[config.mk]
export PLATFORM = sky130hd
export DESIGN_NAME = mc_state_sequencer_flat
export DESIGN_NICKNAME = d
export VERILOG_FILES = /design/src/rtl/mc_state_sequencer_if.sv /design/src/rtl/mc_state_sequencer.sv /design/src/flat_wrapper.sv
export SDC_FILE = /design/constraint.sdc
export NUM_CORES = 1
export LEC_CHECK = 0
export BUFFER_PORTS_ARGS = -buffer_cell sky130_fd_sc_hd__buf_4
export CORE_AREA = 8 8 87 89
export CTS_BUF_LIST = sky130_fd_sc_hd__clkbuf_4 sky130_fd_sc_hd__clkbuf_8
export DETAILED_ROUTE_END_ITERATION = 8
export DIE_AREA = 0 0 95 97
export GPL_TIMING_DRIVEN = 0
export PLACE_DENSITY_LB_ADDON = 0.1
export SKIP_CTS_REPAIR_TIMING = 1
export SYNTH_ARGS = -nofsm -noshare
export SYNTH_HDL_FRONTEND = slang
export SYNTH_SLANG_ARGS = --single-unit
[constraint.sdc]
create_clock -name clk -period 2.1 [get_ports clk]
set_clock_uncertainty 0.15 [all_clocks]
set_input_delay 0.21 -clock clk [delete_from_list [all_inputs] [get_ports clk]]
set_output_delay 0.21 -clock clk [all_outputs]
set_load 0.01 [all_outputs]
[src/rtl/mc_state_sequencer_if.sv]
// rtl/mc_state_sequencer_if.sv - Decode, memory handshake and status bundle for the state sequencer
interface mc_state_sequencer_if #(
    parameter int CNT_W = 32
);
    logic [5:0]       opcode;
    logic [5:0]       funct;
    logic             mem_ready;
    logic [2:0]       state;
    logic             instr_done;
    logic             illegal;
    logic [CNT_W-1:0] retired;

    modport master (
        output opcode, funct, mem_ready,
        input  state, instr_done, illegal, retired
    );

    modport slave (
        input  opcode, funct, mem_ready,
        output state, instr_done, illegal, retired
    );
endinterface

[src/rtl/mc_state_sequencer.sv]
// rtl/mc_state_sequencer.sv - Multi-cycle IF/ID/EXEC/MEM/WB control state sequencer
module mc_state_sequencer #(
    parameter int CNT_W = 32
) (
    input  logic                clk,
    input  logic                rst_n,
    mc_state_sequencer_if.slave bus
);
    typedef enum logic [2:0] {
        ST_ID   = 3'd0,
        ST_IF   = 3'd1,
        ST_EXEC = 3'd2,
        ST_MEM  = 3'd3,
        ST_WB   = 3'd4
    } state_t;

    // Which sequence of post-ID states an instruction walks through.
    typedef enum logic [2:0] {
        P_LW, P_SW, P_J, P_JAL, P_BR, P_ALU, P_JR, P_ILL
    } path_t;

    function automatic path_t classify(input logic [5:0] op, input logic [5:0] fn);
        path_t p;
        case (op)
            6'b100011: p = P_LW;
            6'b101011: p = P_SW;
            6'b000010: p = P_J;
            6'b000011: p = P_JAL;
            6'b000100,
            6'b000101: p = P_BR;
            6'b001000,
            6'b001110: p = P_ALU;
            6'b000000: begin
                case (fn)
                    6'b100000,
                    6'b100010,
                    6'b101010: p = P_ALU;
                    6'b001000: p = P_JR;
                    default:   p = P_ILL;
                endcase
            end
            default:   p = P_ILL;
        endcase
        return p;
    endfunction

    state_t           state_q;
    logic [5:0]       op_q;
    logic [5:0]       fn_q;
    logic [CNT_W-1:0] retired_q;
    path_t            live_path;
    path_t            held_path;
    logic             done;

    // ID decodes the live IR fields; later states only trust the copy taken when leaving ID.
    assign live_path = classify(bus.opcode, bus.funct);
    assign held_path = classify(op_q, fn_q);

    // Flag the cycle whose edge returns the sequencer to IF.
    always_comb begin
        done = 1'b0;
        case (state_q)
            ST_ID:   done = (live_path == P_J) || (live_path == P_ILL);
            ST_EXEC: done = (held_path == P_JR);
            ST_MEM:  done = (held_path == P_JAL) || ((held_path == P_SW) && bus.mem_ready);
            ST_WB:   done = 1'b1;
            default: done = 1'b0;
        endcase
    end

    // State walk, IR field capture and retire counting.
    always_ff @(posedge clk or negedge rst_n) begin
        if (!rst_n) begin
            state_q   <= ST_IF;
            op_q      <= '0;
            fn_q      <= '0;
            retired_q <= '0;
        end else begin
            if (done) begin
                retired_q <= retired_q + CNT_W'(1);
            end
            case (state_q)
                ST_IF: begin
                    if (bus.mem_ready) begin
                        state_q <= ST_ID;
                    end
                end
                ST_ID: begin
                    op_q    <= bus.opcode;
                    fn_q    <= bus.funct;
                    state_q <= ((live_path == P_J) || (live_path == P_ILL)) ? ST_IF : ST_EXEC;
                end
                ST_EXEC: begin
                    case (held_path)
                        P_LW, P_SW, P_JAL, P_BR: state_q <= ST_MEM;
                        P_ALU:                   state_q <= ST_WB;
                        default:                 state_q <= ST_IF;
                    endcase
                end
                ST_MEM: begin
                    case (held_path)
                        P_LW:    if (bus.mem_ready) state_q <= ST_WB;
                        P_SW:    if (bus.mem_ready) state_q <= ST_IF;
                        P_BR:    state_q <= ST_WB;
                        default: state_q <= ST_IF;
                    endcase
                end
                ST_WB:   state_q <= ST_IF;
                default: state_q <= ST_IF;
            endcase
        end
    end

    assign bus.state      = state_q;
    assign bus.instr_done = done;
    assign bus.illegal    = (state_q == ST_ID) && (live_path == P_ILL);
    assign bus.retired    = retired_q;
endmodule

[src/flat_wrapper.sv]
// flat-port wrapper written by rule: the top's interface ports become plain ports
module mc_state_sequencer_flat 
#(
    parameter int CNT_W = 32
)
  (clk, rst_n, bus_opcode, bus_funct, bus_mem_ready, bus_state, bus_instr_done, bus_illegal, bus_retired);
  mc_state_sequencer_if #(.CNT_W(CNT_W)) bus_i ();
  input  logic clk;
  input  logic rst_n;
  input wire logic [$bits(bus_i.opcode)-1:0] bus_opcode;
  input wire logic [$bits(bus_i.funct)-1:0] bus_funct;
  input wire logic [$bits(bus_i.mem_ready)-1:0] bus_mem_ready;
  output wire logic [$bits(bus_i.state)-1:0] bus_state;
  output wire logic [$bits(bus_i.instr_done)-1:0] bus_instr_done;
  output wire logic [$bits(bus_i.illegal)-1:0] bus_illegal;
  output wire logic [$bits(bus_i.retired)-1:0] bus_retired;
  assign bus_i.opcode = bus_opcode;
  assign bus_i.funct = bus_funct;
  assign bus_i.mem_ready = bus_mem_ready;
  assign bus_state = bus_i.state;
  assign bus_instr_done = bus_i.instr_done;
  assign bus_illegal = bus_i.illegal;
  assign bus_retired = bus_i.retired;
  mc_state_sequencer #(.CNT_W(CNT_W)) u_core (.clk(clk), .rst_n(rst_n), .bus(bus_i));
endmodule
-- Word level (Yosys, flattened, before mapping)
Cells that the tools add are included.
- bits of input ports: 15
- word-level logic and storage cells: 71
- bits in registers: 47
- output and inout bits: 37
- equality and inequality tests: 38
- multiplexer cells: 12
- add/subtract/negate cells: 1
- reductions and logical operators: 16
- operators with widths (cell ; count):
    6-bit == test (second input constant) ; 10
    3-bit one-hot mux with 7 select lines ; 2
    6-bit by 4-bit == test with 1-bit output (second input constant) ; 6
    32-bit by 1-bit adder with 32-bit output (second input constant) ; 1
    6-bit by 2-bit == test with 1-bit output (second input constant) ; 4
    6-bit by 3-bit == test with 1-bit output (second input constant) ; 4
    3-bit == test (second input constant) ; 5
    3-bit by 2-bit == test with 1-bit output (second input constant) ; 4
    6-bit zero test ; 2
    3-bit one-hot mux with 4 select lines ; 1
    3-bit 2-to-1 mux ; 3
    3-bit one-hot mux with 3 select lines ; 1
    2-bit one-hot mux with 2 select lines ; 2
    2-bit OR reduction ; 4
    3-bit by 1-bit == test with 1-bit output (second input constant) ; 2
    3-bit zero test ; 2
    3-bit inequality test (second input constant) ; 2
    3-bit one-hot mux with 2 select lines ; 1
    3-bit OR reduction ; 2
    1-bit one-hot mux with 4 select lines ; 1
    4-bit OR reduction ; 1
    3-bit AND reduction ; 1
    1-bit logical AND ; 2
    1-bit logical OR ; 2
    2 further kinds ; 2

-- Logic depth before layout (Yosys ltp)
- depth in word-level cells: 8
- gate-level depth with buffers: 7
- depth with buffers taken out: 6

-- Worst setup path after synthesis
Ideal clock, no wire load.
- path kind: register to register
- from: register u_core.op_q[5]
- to: register u_core.retired_q[1] (netlist: u_core.bus.retired[1])
- clock period less this slack: 2.182 ns
- required time: 1.825 ns
- slack: -0.082 ns
- library setup time: 0.125 ns
- buffers on the path: 0
- arrival time: 1.908 ns
- cell stages (with the launch flop): 7
- cell sequence: dfrtp_1 and4bb_2 o21ai_0 a221o_1 a2bb2oi_4 nor2_1 mux2_2
- cells in the longest elaborated chain, start to end: 7
- elaborated cells on any way between the ends: 18
- those cells by class: 11 x eq/ne; 2 x mux; 5 x reduce/logical
- ends and longest elaborated chain (what ; line ; RTL):
    start, declared ; mc_state_sequencer.sv:48 ; logic [5:0] op_q;
    start signal, assigned ; mc_state_sequencer.sv:89 ; op_q <= bus.opcode;
    6-bit by 4-bit == test with 1-bit output / 6-bit by 3-bit == test with 1-bit output (equally long branches) ; mc_state_sequencer.sv:24 ; case (op)
    2-bit OR reduction ; mc_state_sequencer.sv:24 ;
    3-bit one-hot mux with 7 select lines * ; mc_state_sequencer.sv:24 ;
    3-bit by 1-bit == test with 1-bit output ; mc_state_sequencer.sv:65 ; ST_MEM: done = (held_path == P_JAL) || ((held_path == P_SW) && bus.mem_ready);
    1-bit logical AND ; mc_state_sequencer.sv:65 ;
    1-bit logical OR ; mc_state_sequencer.sv:65 ;
    1-bit one-hot mux with 4 select lines * ; mc_state_sequencer.sv:62 ; case (state_q)
    end signal, assigned ; mc_state_sequencer.sv:80 ; retired_q <= retired_q + CNT_W'(1);
    end, declared ; mc_state_sequencer.sv:50 ; logic [CNT_W-1:0] retired_q;
Mark *: on every way between the ends. The rest lies on a longest branch, timed or not.
A chain may end at the register's enable or synchronous reset.

-- Final worst setup path
- from: register u_core.state_q[0] (netlist: u_core.bus.state[0])
- to: output bus_instr_done
- cells in the longest elaborated chain, start to end: 2
- elaborated cells on any way between the ends: 5
- those cells by class: 3 x eq/ne; 1 x mux; 1 x reduce/logical
- ends and longest elaborated chain (what ; line ; RTL):
    start, declared ; mc_state_sequencer.sv:47 ; state_t state_q;
    start signal, assigned ; mc_state_sequencer.sv:91 ; state_q <= ((live_path == P_J) || (live_path == P_ILL)) ? ST_IF : ST_EXEC;
    3-bit == test, or another cell as far along ; mc_state_sequencer.sv:62 ;
    1-bit one-hot mux with 4 select lines * ; mc_state_sequencer.sv:62 ;
    end, declared ; flat_wrapper.sv:14 ; output wire logic [$bits(bus_i.instr_done)-1:0] bus_instr_done;
Marked as above.

==> summary.txt <==
Yosys
  – Main synth FF type: dfrtp_1
  – Synth Register Bits: 47
  – Post-synth EDFFs: 0
  – Dominant cell by count in the synthesized netlist: dfrtp_1
  – Largest cells by area after synthesis: dfrtp_1, xnor2_1, mux2_2
  – Synth cell count leaders: dfrtp_1, xnor2_1, o21ai_0
  – Area leader, netlist: dfrtp_1
  – Post-Syn Area per Cell: ~11 um^2
  – Register area share after synthesis: a little under half
  – Yosys warning count: 0
  – Synth cell types: 46
  – Yosys top cell area share: approximately 44%
  – Syn Nets: around 260
  – Mapped Area: 2608 um^2
  – Cells after synthesis: 242
  – Ys async rst share: 100.0%

Global routing
  – First-pass GRT wire length: between 10 and 15 mm
  – GR Overflow Total: 0
  – All-Layer GR Usage: 14.00%
  – Vias in the first global route: around 2,000
  – Largest net degree at the start of global routing: 48
  – Antenna violations before repair: 0

Timing
  – Final worst setup slack: -0.4235 ns
  – Final Hold Fails: 1
  – Min Clock Period, post-route: ~2.5 ns
  – # setup viols final: 33
  – Fmax: ~400 MHz
  – Worst rel slew slack: 58.50%
  – Fin crit share: 120.2%
  – Hold_ws: -0.01097 ns
  – Slew Viols, Final: 0
  – RSZ-0062 raised after global routing: yes
  – Setup_tns: -10.79 ns
  – Tightest Pin Transition: approximately 0.62 ns

Clocking
  – Clock sinks: 47
  – CTS Buf Count: 5
  – Reg clk slew, reported paths: 0.09 ns
  – # H-tree levels: 2
  – CTS tree: done
  – Worst skew pair latency: ~0.3 ns
  – Longest Clk Path Bufs: 2
  – Root buf cell: clkbuf_8

Setup path
  – Worst Setup End Kind: output port
  – Crit-path max FO: 6
  – Worst path cell trace: nand3b_1 -> or4_4 -> nor2_4 -> a2bb2oi_4 -> nor2_4 -> inv_2 -> buf_6
  – Crit start category: register
  – Max stage delay cell, worst path: dfstp_2
  – WS Path Type: reg2out
  – Critical Path RT: 1.74 ns
  – Worst setup path start: u_core.bus.state[0]$_DFFE_PN1P_
  – Worst R2R Start: u_core.bus.state[0]$_DFFE_PN1P_
  – CP dominant cell by count: nor2_4
  – Crit-path max cell delay: slightly below 0.6 ns
  – CP arrival: roughly 2.2 ns

Pwr
  – VDD IR-drop max: between 0.5 and 0.6 mV
  – Pwr dens: 977.5 nW/um^2
  – Cell leakage power: roughly 0.0014 uW

Hold path
  – Worst hold start: bus_opcode[5]
  – Hold WC Path Type: in2reg

Final layout
  – Diode count: 0
  – Syn-to-layout area delta: 28.36%
  – Nets: 324
  – Fraction of layout cells with a size suffix above 1: a little over a third
  – Fillers: around 570

Routing
  – ANT nets after route: 0
  – Drt wl/cell: roughly 16 um
  – Via-per-instance ratio: between 5 and 6
  – Via count: 2,159
  – Drt total wl: approximately 6.3 mm
  – Residual DRC: 0
  – Drt first pass iters: 4
  – DRT iter0 DRCs: 77

Die
  – DIE WIDTH: 95 um
  – Die area: about 9200 um^2
  – Row cnt: 29
  – Core area: between 6000 and 7000 um^2
  – Initial core utilization: 42.02%
  – # IOs: 52
  – Die Height: 97 um

Status
  – Failing checks: hold timing, setup timing
  – Status: finished with violations

Placement
  – Port bufs: 51
  – GPL Wtd Cong: 0.7990
  – Hpwl dp: roughly 4.6 mm

Job
  – Max cap viols: 0
[sequential cells by signal, summed over array words and instances, names as in the netlist]
register,count
u_core.bus.retired,32
u_core.fn_q,6
u_core.bus.state,3
u_core.op_q,6
[metrics by stage]
stage | power (uW) | util (%) | setup WS, ns | std cells | cell area, um^2
CTS | 3143 | 52.05 | -0.6217 | 378 | 3229
floorplan | 2049 | - | -0.08238 | 242 | 2633
detailed placement | 2444 | 50.15 | -0.4089 | 370 | 3112
global placement | 2435 | 50.15 | -0.4017 | 370 | 3112
global route | 3483 | 53.94 | -0.4910 | 386 | 3347
finish | 3272 | 53.94 | -0.4235 | 386 | 3347
[cell families (layout without fill, tap and decap cells)]
logic type      count (synthesis)  count (layout)  synth area share (%)
simple gates                   74              74                 16.99
compound gates                 57              57                 17.71
flops                          47              47                 45.15
xor+xnor                       33              33                 11.08
buf+inv                        18              85                 3.455
mux                            12              12                 5.134
fa+ha+maj                       1               1                0.4798
[cell type report]
| type | count | area (um^2) | area share (%) |
|---|---|---|---|
| Clock buffer | 6 | 82.58 | 2.467 |
| Inverter | 8 | 30.03 | 0.8972 |
| Clock inverter | 2 | 35.03 | 1.047 |
| Sequential cell | 47 | 1184 | 35.36 |
| Multi-Input combinational cell | 177 | 1391 | 41.57 |
| Buffer | 10 | 72.57 | 2.168 |
| Tap cell | 77 | 96.34 | 2.879 |
| Timing Repair Buffer | 59 | 455.4 | 13.61 |
[power by group]
part	switching (uW)	total, uW	internal, uW	leakage (uW)
clock network	299	684	385	0.0000612
registers	243	1360	1110	0.000611
logic	619	1230	612	0.000748
[metal layers]
metal	share of wire (%)	global-route usage (%)	vias up
met5	0	0	-
met2	47	21.57	47
met3	4.3	3.091	8
met1	47	18.90	1064
li1	-	-	1040
met4	1.3	4.327	0
[worst paths after layout]
kind                                                 endpoint  slack (ns)  depth (start not counted)
setup / recovery                               bus_instr_done       -0.42                          7
hold / removal                     u_core.op_q[5]$_DFFE_PN0P_       -0.01                          3
setup reg to reg           u_core.bus.retired[22]$_DFFE_PN0P_       -0.41                          8
hold reg to reg            u_core.bus.retired[31]$_DFFE_PN0P_        0.32                          1
max in group asynchronous          u_core.op_q[0]$_DFFE_PN0P_        1.07                          2
min in group asynchronous          u_core.op_q[3]$_DFFE_PN0P_        0.30                          2
[worst max-delay path, delay by kind of cell (launching register included)]
family,cells,cell delay [ns]
DFF,1,0.59
buffers and inverters,2,0.16
and+or+nand+nor,4,0.89
AOI/OAI and AO/OA,1,0.21
[layout by cell type (no fill, tap or decap), types with 5 or more instances in the layout]
cell type and instances:
a21oi_1 5, and3_1 14, and4_1 6, buf_4 57, clkbuf_8 6, dfrtp_1 41
dfrtp_2 5, inv_1 7, mux2_2 11, nand2_1 10, nor2_1 7, o2111ai_1 7
o2111ai_2 9, o211ai_1 7, o21ai_0 15, xnor2_1 32
Power figures use the tool's default switching activity.
